### config.mk
export PLATFORM = sky130hd
export DESIGN_NAME = fetch_ctrl
export DESIGN_NICKNAME = d
export VERILOG_FILES = /design/src/rtl/fetch_pkg.sv /design/src/rtl/fetch_redirect_prio.sv /design/src/rtl/fetch_ctrl.sv
export SDC_FILE = /design/constraint.sdc
export NUM_CORES = 1
export LEC_CHECK = 0
export ABC_CLOCK_PERIOD_IN_PS = 1800
export BUFFER_PORTS_ARGS = -buffer_cell sky130_fd_sc_hd__buf_4
export CAP_MARGIN = 20
export CORE_MARGIN = 2
export CORE_UTILIZATION = 40
export CTS_BUF_LIST = sky130_fd_sc_hd__clkbuf_16
export DETAILED_ROUTE_END_ITERATION = 12
export PLACE_DENSITY = 0.77
export SLEW_MARGIN = 30
export SYNTH_ARGS = -nofsm -noshare
export SYNTH_HDL_FRONTEND = slang
export SYNTH_SLANG_ARGS = --single-unit
### constraint.sdc
create_clock -name clk -period 1.8 [get_ports clk]
set_input_delay 0.27 -clock clk [delete_from_list [all_inputs] [get_ports clk]]
set_output_delay 0.27 -clock clk [all_outputs]
set_load 0.01 [all_outputs]
### src/rtl/fetch_pkg.sv
// Shared fetch-stage definitions: controller states, next-PC mux encodings
// and default address/line geometry.
package fetch_pkg;

    localparam int ADDR_W_DEF     = 32;
    localparam int LINE_BYTES_DEF = 16;

    typedef enum logic {
        RUN    = 1'b0,
        REFILL = 1'b1
    } fetch_state_e;

    localparam logic [1:0] PC_SEL_PLUS4  = 2'd0;
    localparam logic [1:0] PC_SEL_BRANCH = 2'd1;
    localparam logic [1:0] PC_SEL_JUMP   = 2'd2;
    localparam logic [1:0] PC_SEL_EXC    = 2'd3;

endpackage

### src/rtl/fetch_redirect_prio.sv
// Redirect priority resolver: exception > jump > taken branch.
// Shared with the hazard unit so both agree on which redirect wins.
module fetch_redirect_prio
    import fetch_pkg::*;
(
    input  logic       exc,
    input  logic       jmp,
    input  logic       br,
    output logic       redir,
    output logic [1:0] sel
);

    always_comb begin
        redir = exc | jmp | br;
        sel   = PC_SEL_PLUS4;
        if (exc) begin
            sel = PC_SEL_EXC;
        end else if (jmp) begin
            sel = PC_SEL_JUMP;
        end else if (br) begin
            sel = PC_SEL_BRANCH;
        end
    end

endmodule

### src/rtl/fetch_ctrl.sv
// Instruction-fetch sequencing controller with single-outstanding line refill.
// Optional saturating performance counters are enabled by FETCH_CTRL_PERF_EN.
module fetch_ctrl
    import fetch_pkg::*;
#(
    parameter int ADDR_W     = ADDR_W_DEF,
    parameter int LINE_BYTES = LINE_BYTES_DEF,
    parameter int CNT_W      = 32
) (
    input  logic              clk,
    input  logic              reset,
    input  logic [ADDR_W-1:0] pc,
    input  logic              imem_hit,
    input  logic              id_stall,
    input  logic              p2_isBranch,
    input  logic              p2_alu_flag_N,
    input  logic              isJump,
    input  logic              isException,
    input  logic              refill_ack,
    output logic              pcWrite,
    output logic [1:0]        pc_writeData_sel,
    output logic              p1_pipeline_regWrite,
    output logic              p1_flush,
    output logic              refill_req,
    output logic [ADDR_W-1:0] refill_addr,
`ifdef FETCH_CTRL_PERF_EN
    output logic [CNT_W-1:0]  perf_miss_cnt,
    output logic [CNT_W-1:0]  perf_stall_cnt,
`endif
    output logic              busy
);

    localparam logic [ADDR_W-1:0] LINE_MASK = ~(ADDR_W'(LINE_BYTES - 1));

    fetch_state_e      state_q, state_d;
    logic              refill_req_q, refill_req_d;
    logic [ADDR_W-1:0] refill_addr_q, refill_addr_d;
    logic              redir;
    logic [1:0]        redir_sel;

    fetch_redirect_prio u_prio (
        .exc   (isException),
        .jmp   (isJump),
        .br    (p2_isBranch & p2_alu_flag_N),
        .redir (redir),
        .sel   (redir_sel)
    );

    always_comb begin
        state_d              = state_q;
        refill_addr_d        = refill_addr_q;
        pcWrite              = 1'b0;
        pc_writeData_sel     = PC_SEL_PLUS4;
        p1_pipeline_regWrite = 1'b0;
        p1_flush             = 1'b0;
        if (redir) begin
            // A redirect never aborts an outstanding refill; it only rides along the ack.
            pcWrite              = 1'b1;
            pc_writeData_sel     = redir_sel;
            p1_pipeline_regWrite = 1'b1;
            p1_flush             = 1'b1;
            if (state_q == REFILL && refill_ack) begin
                state_d = RUN;
            end
        end else if (state_q == RUN) begin
            if (id_stall) begin
                pcWrite = 1'b0;
            end else if (imem_hit) begin
                pcWrite              = 1'b1;
                p1_pipeline_regWrite = 1'b1;
            end else begin
                p1_pipeline_regWrite = 1'b1;
                p1_flush             = 1'b1;
                state_d              = REFILL;
                refill_addr_d        = pc & LINE_MASK;
            end
        end else begin
            p1_pipeline_regWrite = ~id_stall;
            p1_flush             = 1'b1;
            if (refill_ack) begin
                state_d = RUN;
            end
        end
        refill_req_d = (state_d == REFILL);
    end

    always_ff @(posedge clk or negedge reset) begin
        if (!reset) begin
            state_q       <= RUN;
            refill_req_q  <= 1'b0;
            refill_addr_q <= '0;
        end else begin
            state_q       <= state_d;
            refill_req_q  <= refill_req_d;
            refill_addr_q <= refill_addr_d;
        end
    end

    assign refill_req  = refill_req_q;
    assign refill_addr = refill_addr_q;
    assign busy        = (state_q != RUN);

`ifdef FETCH_CTRL_PERF_EN
    logic [CNT_W-1:0] perf_miss_cnt_q, perf_miss_cnt_d;
    logic [CNT_W-1:0] perf_stall_cnt_q, perf_stall_cnt_d;

    always_comb begin
        perf_miss_cnt_d  = perf_miss_cnt_q;
        perf_stall_cnt_d = perf_stall_cnt_q;
        if (state_q == RUN && state_d == REFILL && perf_miss_cnt_q != {CNT_W{1'b1}}) begin
            perf_miss_cnt_d = perf_miss_cnt_q + 1'b1;
        end
        if (state_q == REFILL && perf_stall_cnt_q != {CNT_W{1'b1}}) begin
            perf_stall_cnt_d = perf_stall_cnt_q + 1'b1;
        end
    end

    always_ff @(posedge clk or negedge reset) begin
        if (!reset) begin
            perf_miss_cnt_q  <= '0;
            perf_stall_cnt_q <= '0;
        end else begin
            perf_miss_cnt_q  <= perf_miss_cnt_d;
            perf_stall_cnt_q <= perf_stall_cnt_d;
        end
    end

    assign perf_miss_cnt  = perf_miss_cnt_q;
    assign perf_stall_cnt = perf_stall_cnt_q;
`endif

`ifndef SYNTHESIS
    // An ack with no request outstanding means the memory side broke the handshake.
    a_no_stray_ack: assert property (@(posedge clk) disable iff (!reset)
        !(state_q == RUN && refill_ack));
`endif

endmodule

Yosys cells after proc, flatten, opt, wreduce, memory -nomap -nowiden. Cells that the tools add are included. Widths: inputs -> output; s select.

Bits in registers: 29. Output and inout port bits: 39. Input port bits: 41. Word-level logic and storage cells: 31.

Mux-type cells: 19. Bitwise logic cells: 7. Reduce and logical (&&, ||, !) cells: 2. Equal/unequal tests: 1.

Operator list (number): $mux 1 (16); $mux 2 (3); $not 1->1 (4); $reduce_and 4->1 (1); $ne 2x1->1 const B (1); $or 1x1->1 (2); $and 1x1->1 (1); $logic_and 1x1->1 (1).

Longest topological paths before layout.
Word-level depth: 5. Gate-level depth with buffers: 5. Depth with buffers taken out: 3.

By module. From an unflattened synthesis, not the netlist that was laid out.

Cells, all modules: 81. Area total of the unflattened synthesis: 1217.4 µm².

By module, submodules not included: fetch_ctrl (area each 1192.4 µm², instances 1, cells an instance 77, sequential area each 725.7 µm²); fetch_redirect_prio (area each 25.0 µm², instances 1, cells an instance 4, sequential area each 0.0 µm²).

Worst setup path before layout. Ideal clock, no wire load.

Kind: reg2reg. From: register, netlist name refill_req. To: register refill_addr_q[26] (netlist: refill_addr[26]). Clock period less this slack: 1.474 ns. Data required time: 1.675 ns. Setup time: 0.125 ns. Arrival time: 1.349 ns. Path buffers: 2. Path slack: 0.326 ns. Stages on the path, launching flop included: 6. Path through: dfrtp_1 -> nor3_2 -> nand3b_4 -> buf_6 -> buf_6 -> mux2_4.

RTL lines: end signal, assigned (RTL line fetch_ctrl.sv:95) `refill_addr_q <= refill_addr_d;`; end, declared (RTL line fetch_ctrl.sv:37) `logic [ADDR_W-1:0] refill_addr_q, refill_addr_d;`.

==> run summary <==
===========================================================================================
Number of clock buffers inserted by TritonCTS                                             5
Maximum fanout count along the critical path                                             17
Chain of cells forming the critical path                                       nor3_2 > nand3b_4 > buf_4 > mux2_4
Cell row count                                                                           20
Total internal power                                                             0.001717 W
Count of yosys warnings during synthesis                                                  0
Port-buffer cells                                                                        71
Worst path setup slack after routing                                               355.1 ps
Maximum root-to-sink buffer count                                                         2
Sequential share of the synthesized area                                             59.00%
Maximum clock rate                                                               0.6921 GHz
Starting density of the core                                                         41.30%
Share of Yosys cell area claimed by the top area cell type                           59.00%
Combinational share of power                                                          28.1%
Worst ir drop on vdd                                                            0.0007686 V
Final clock period utilization by the worst path                                     80.27%
Critical path launch point type                                                   flip-flop
Final slew viol count                                                                     0
Setup violation total in the final timing report                                          0
Path category of the worst min-delay check                                           in2reg
Share of synthesized registers carrying an async set or reset                        100.0%
Post-CTS setup buffer count                                                               0
Number of placed instances with taps included                                           180
Post-synthesis cell area                                                          1230 um^2
Maximum number of pins on one net before global-route repair                             30
Setup repair after global routing missed its margin                                      no
Most instantiated library cell after synthesis                                      dfrtp_1
Synth Instances                                                                          79
Post-route insts no fill                                                                188
Final hold slack                                                                   177.1 ps
Routed length per placed instance                                                  14.28 um
Synthesized area per cell                                                        15.57 um^2
Data required time of the critical path                                             1950 ps
Number of levels in the clock H-tree                                                      2
Drt first pass iters                                                                      4
Leakage power                                                                      1.002 nW
Fin. Hold Viols                                                                           0
Max stage delay on crit path                                                         430 ps
Die width                                                                          59.45 um
Number of buffer and inverter stages on the critical path                                 1
Total negative slack                                                                   0 ps
Slowest cell on the critical path                                                   dfrtp_1
Maximum Capacitance Violations                                                            0
Post-layout min period                                                              1445 ps
Leading cell types by count after synthesis                                    dfrtp_1, mux2_2, mux2_4, buf_4, nand2_1
Share of final-layout standard cells stronger than drive strength 1                  70.32%
Total congestion overflow                                                                 0
Number of synthesized register bits                                                      29
Post-Route WL                                                                      2.685 mm
Weighted congestion reported at the end of routability-driven placement              0.6681
CTS clk-pin slew, worst paths                                                         50 ps
CTS tree                                                                                yes
Via/cell ratio                                                                        4.734
Kind of capture point of the worst setup path                                     flip-flop
Number of design-rule violations left by the first detailed-router iteration              4
Area inside the core boundary                                                     2978 um^2
Clock share of power                                                                  32.1%
Switching pwr                                                                   0.0005706 W
Number of enable-type register cells in the synthesized netlist                           0
Type of the worst setup path                                                        reg2reg
Clk sinks                                                                                29
Remaining DRCs                                                                            0
Placed wire-length estimate after detailed placement                               2.044 mm
Outcome                                                                        finished clean
Number of nets in the layout                                                            196
Synth area leader                                                                   dfrtp_1
First-pass GRT wire length                                                         4.209 mm
GRT Util Overall                                                                     16.36%
Clock skew                                                                         4.593 ps
Die span in y                                                                      59.45 um
Largest delay contributor family on the critical path                            flip-flops
Cell types with the largest area share after synthesis                         dfrtp_1, mux2_2, mux2_4, buf_4, buf_6
Total number of vias                                                                    890
Boundary Pins                                                                            80
Pwr per Cell Area                                                              1199 nW/um^2
Distinct cell type count after synthesis                                                 17
Data arrival time of the worst path                                                 1590 ps
Antenna Violating Nets Remaining                                                          0
Initial antenna violation count                                                           0
Sw frac                                                                              24.94%
Top flip-flop cell by instance count after synthesis                                dfrtp_1
Number of global-route vias before repair                                               959
Sequential group share of total power                                                 39.8%
Count of inserted antenna diode cells                                                     0
Clock tree root driver cell                                                       clkbuf_16
Area enclosed by the die boundary                                                 3534 um^2
Synthesis-to-layout area growth                                                      55.14%
Setup WS pre-CTS                                                                   345.1 ps
Clock Latency Late Sink                                                              270 ps
===========================================================================================
==> power groups by stage <==
stage,logic (W),clock network (W),registers [W]
global placement,0.000637,0,0.000904
CTS,0.000655,0.000758,0.000910
floorplan,0.000207,0,0.000985
detailed placement,0.000652,0,0.000915
global route,0.000690,0.000796,0.000928
finish,0.000644,0.000734,0.000910
==> worst paths after layout <==
check                                start         endpoint  slack [ps]  cells after the start
setup / recovery                refill_req  refill_addr[30]         360                      4
hold reg to reg            refill_addr[21]  refill_addr[21]         500                      1
hold / removal                  refill_ack       refill_req         180                      2
max in group asynchronous            reset  refill_addr[15]        1060                      2
min in group asynchronous            reset  refill_addr[30]         470                      2
setup reg to reg                refill_req  refill_addr[30]         360                      4
==> timing repair <==
| item | in CTS | in global routing |
|---|---|---|
| endpoints found under the setup margin | 0 | 0 |
| hold buffers | 1 | 0 |
| gates resized for setup | 0 | 0 |
| endpoints found under the hold margin | 29 | 0 |
==> cells by family (layout without fill, tap and decap cells) <==
family,Yosys count,after routing,share of synthesized area (%)
flip-flops,29,29,59.00
multiplexers,28,28,28.38
buffers and inverters,9,82,5.595
AND/OR/NAND/NOR,8,8,4.679
AO/OA/AOI/OAI,4,4,2.034
other,1,4,0.3049
==> worst register-to-register path: stages, from the launching register on <==
cell and delay [ps]:
dfrtp_1 430, nor3_2 260, nand3b_4 100, buf_4 220, mux2_4 330
==> metrics by stage <==
step	power [W]	util [%]	cell area [um^2]
CTS	0.002323	64.08	1908
detailed placement	0.001567	59.29	1765
finish	0.002288	64.08	1908
global placement	0.001542	59.29	1765
floorplan	0.001193	-	1241
global route	0.002415	64.08	1908
==> cell usage in the layout (no fill, tap or decap), drive strengths merged, types with 2 or more instances in the layout <==
cell type / instances
buf: 73
inv: 2
dfrtp: 29
conb: 4
clkbuf: 5
mux2: 28
nand2: 4
==> per-layer routing <==
| metal | track usage (%) | up-vias | part of all wire, % |
|---|---|---|---|
| li1 | - | 412 | - |
| met1 | 16.76 | 436 | 37 |
| met3 | 7.205 | 2 | 7.4 |
| met4 | 3.896 | 0 | 0.45 |
| met2 | 30.14 | 40 | 55 |
| met5 | 0 | - | 0 |
==> final cells by class <==
class                      instances  area, um^2
clock inverter                     2       7.507
fill                             241        1070
tap                               33       41.29
timing repair buffer              74       558.0
inverter                           1       3.754
sequential                        29       725.7
clock buffer                       5       125.1
multi-input combinational         44       446.7
==> sequential cells by signal, indices dropped and copies added (netlist names) <==
| register | cells |
|---|---|
| refill_addr | 28 |
| refill_req | 1 |
Note: power is estimated with default switching activity, not from simulation.
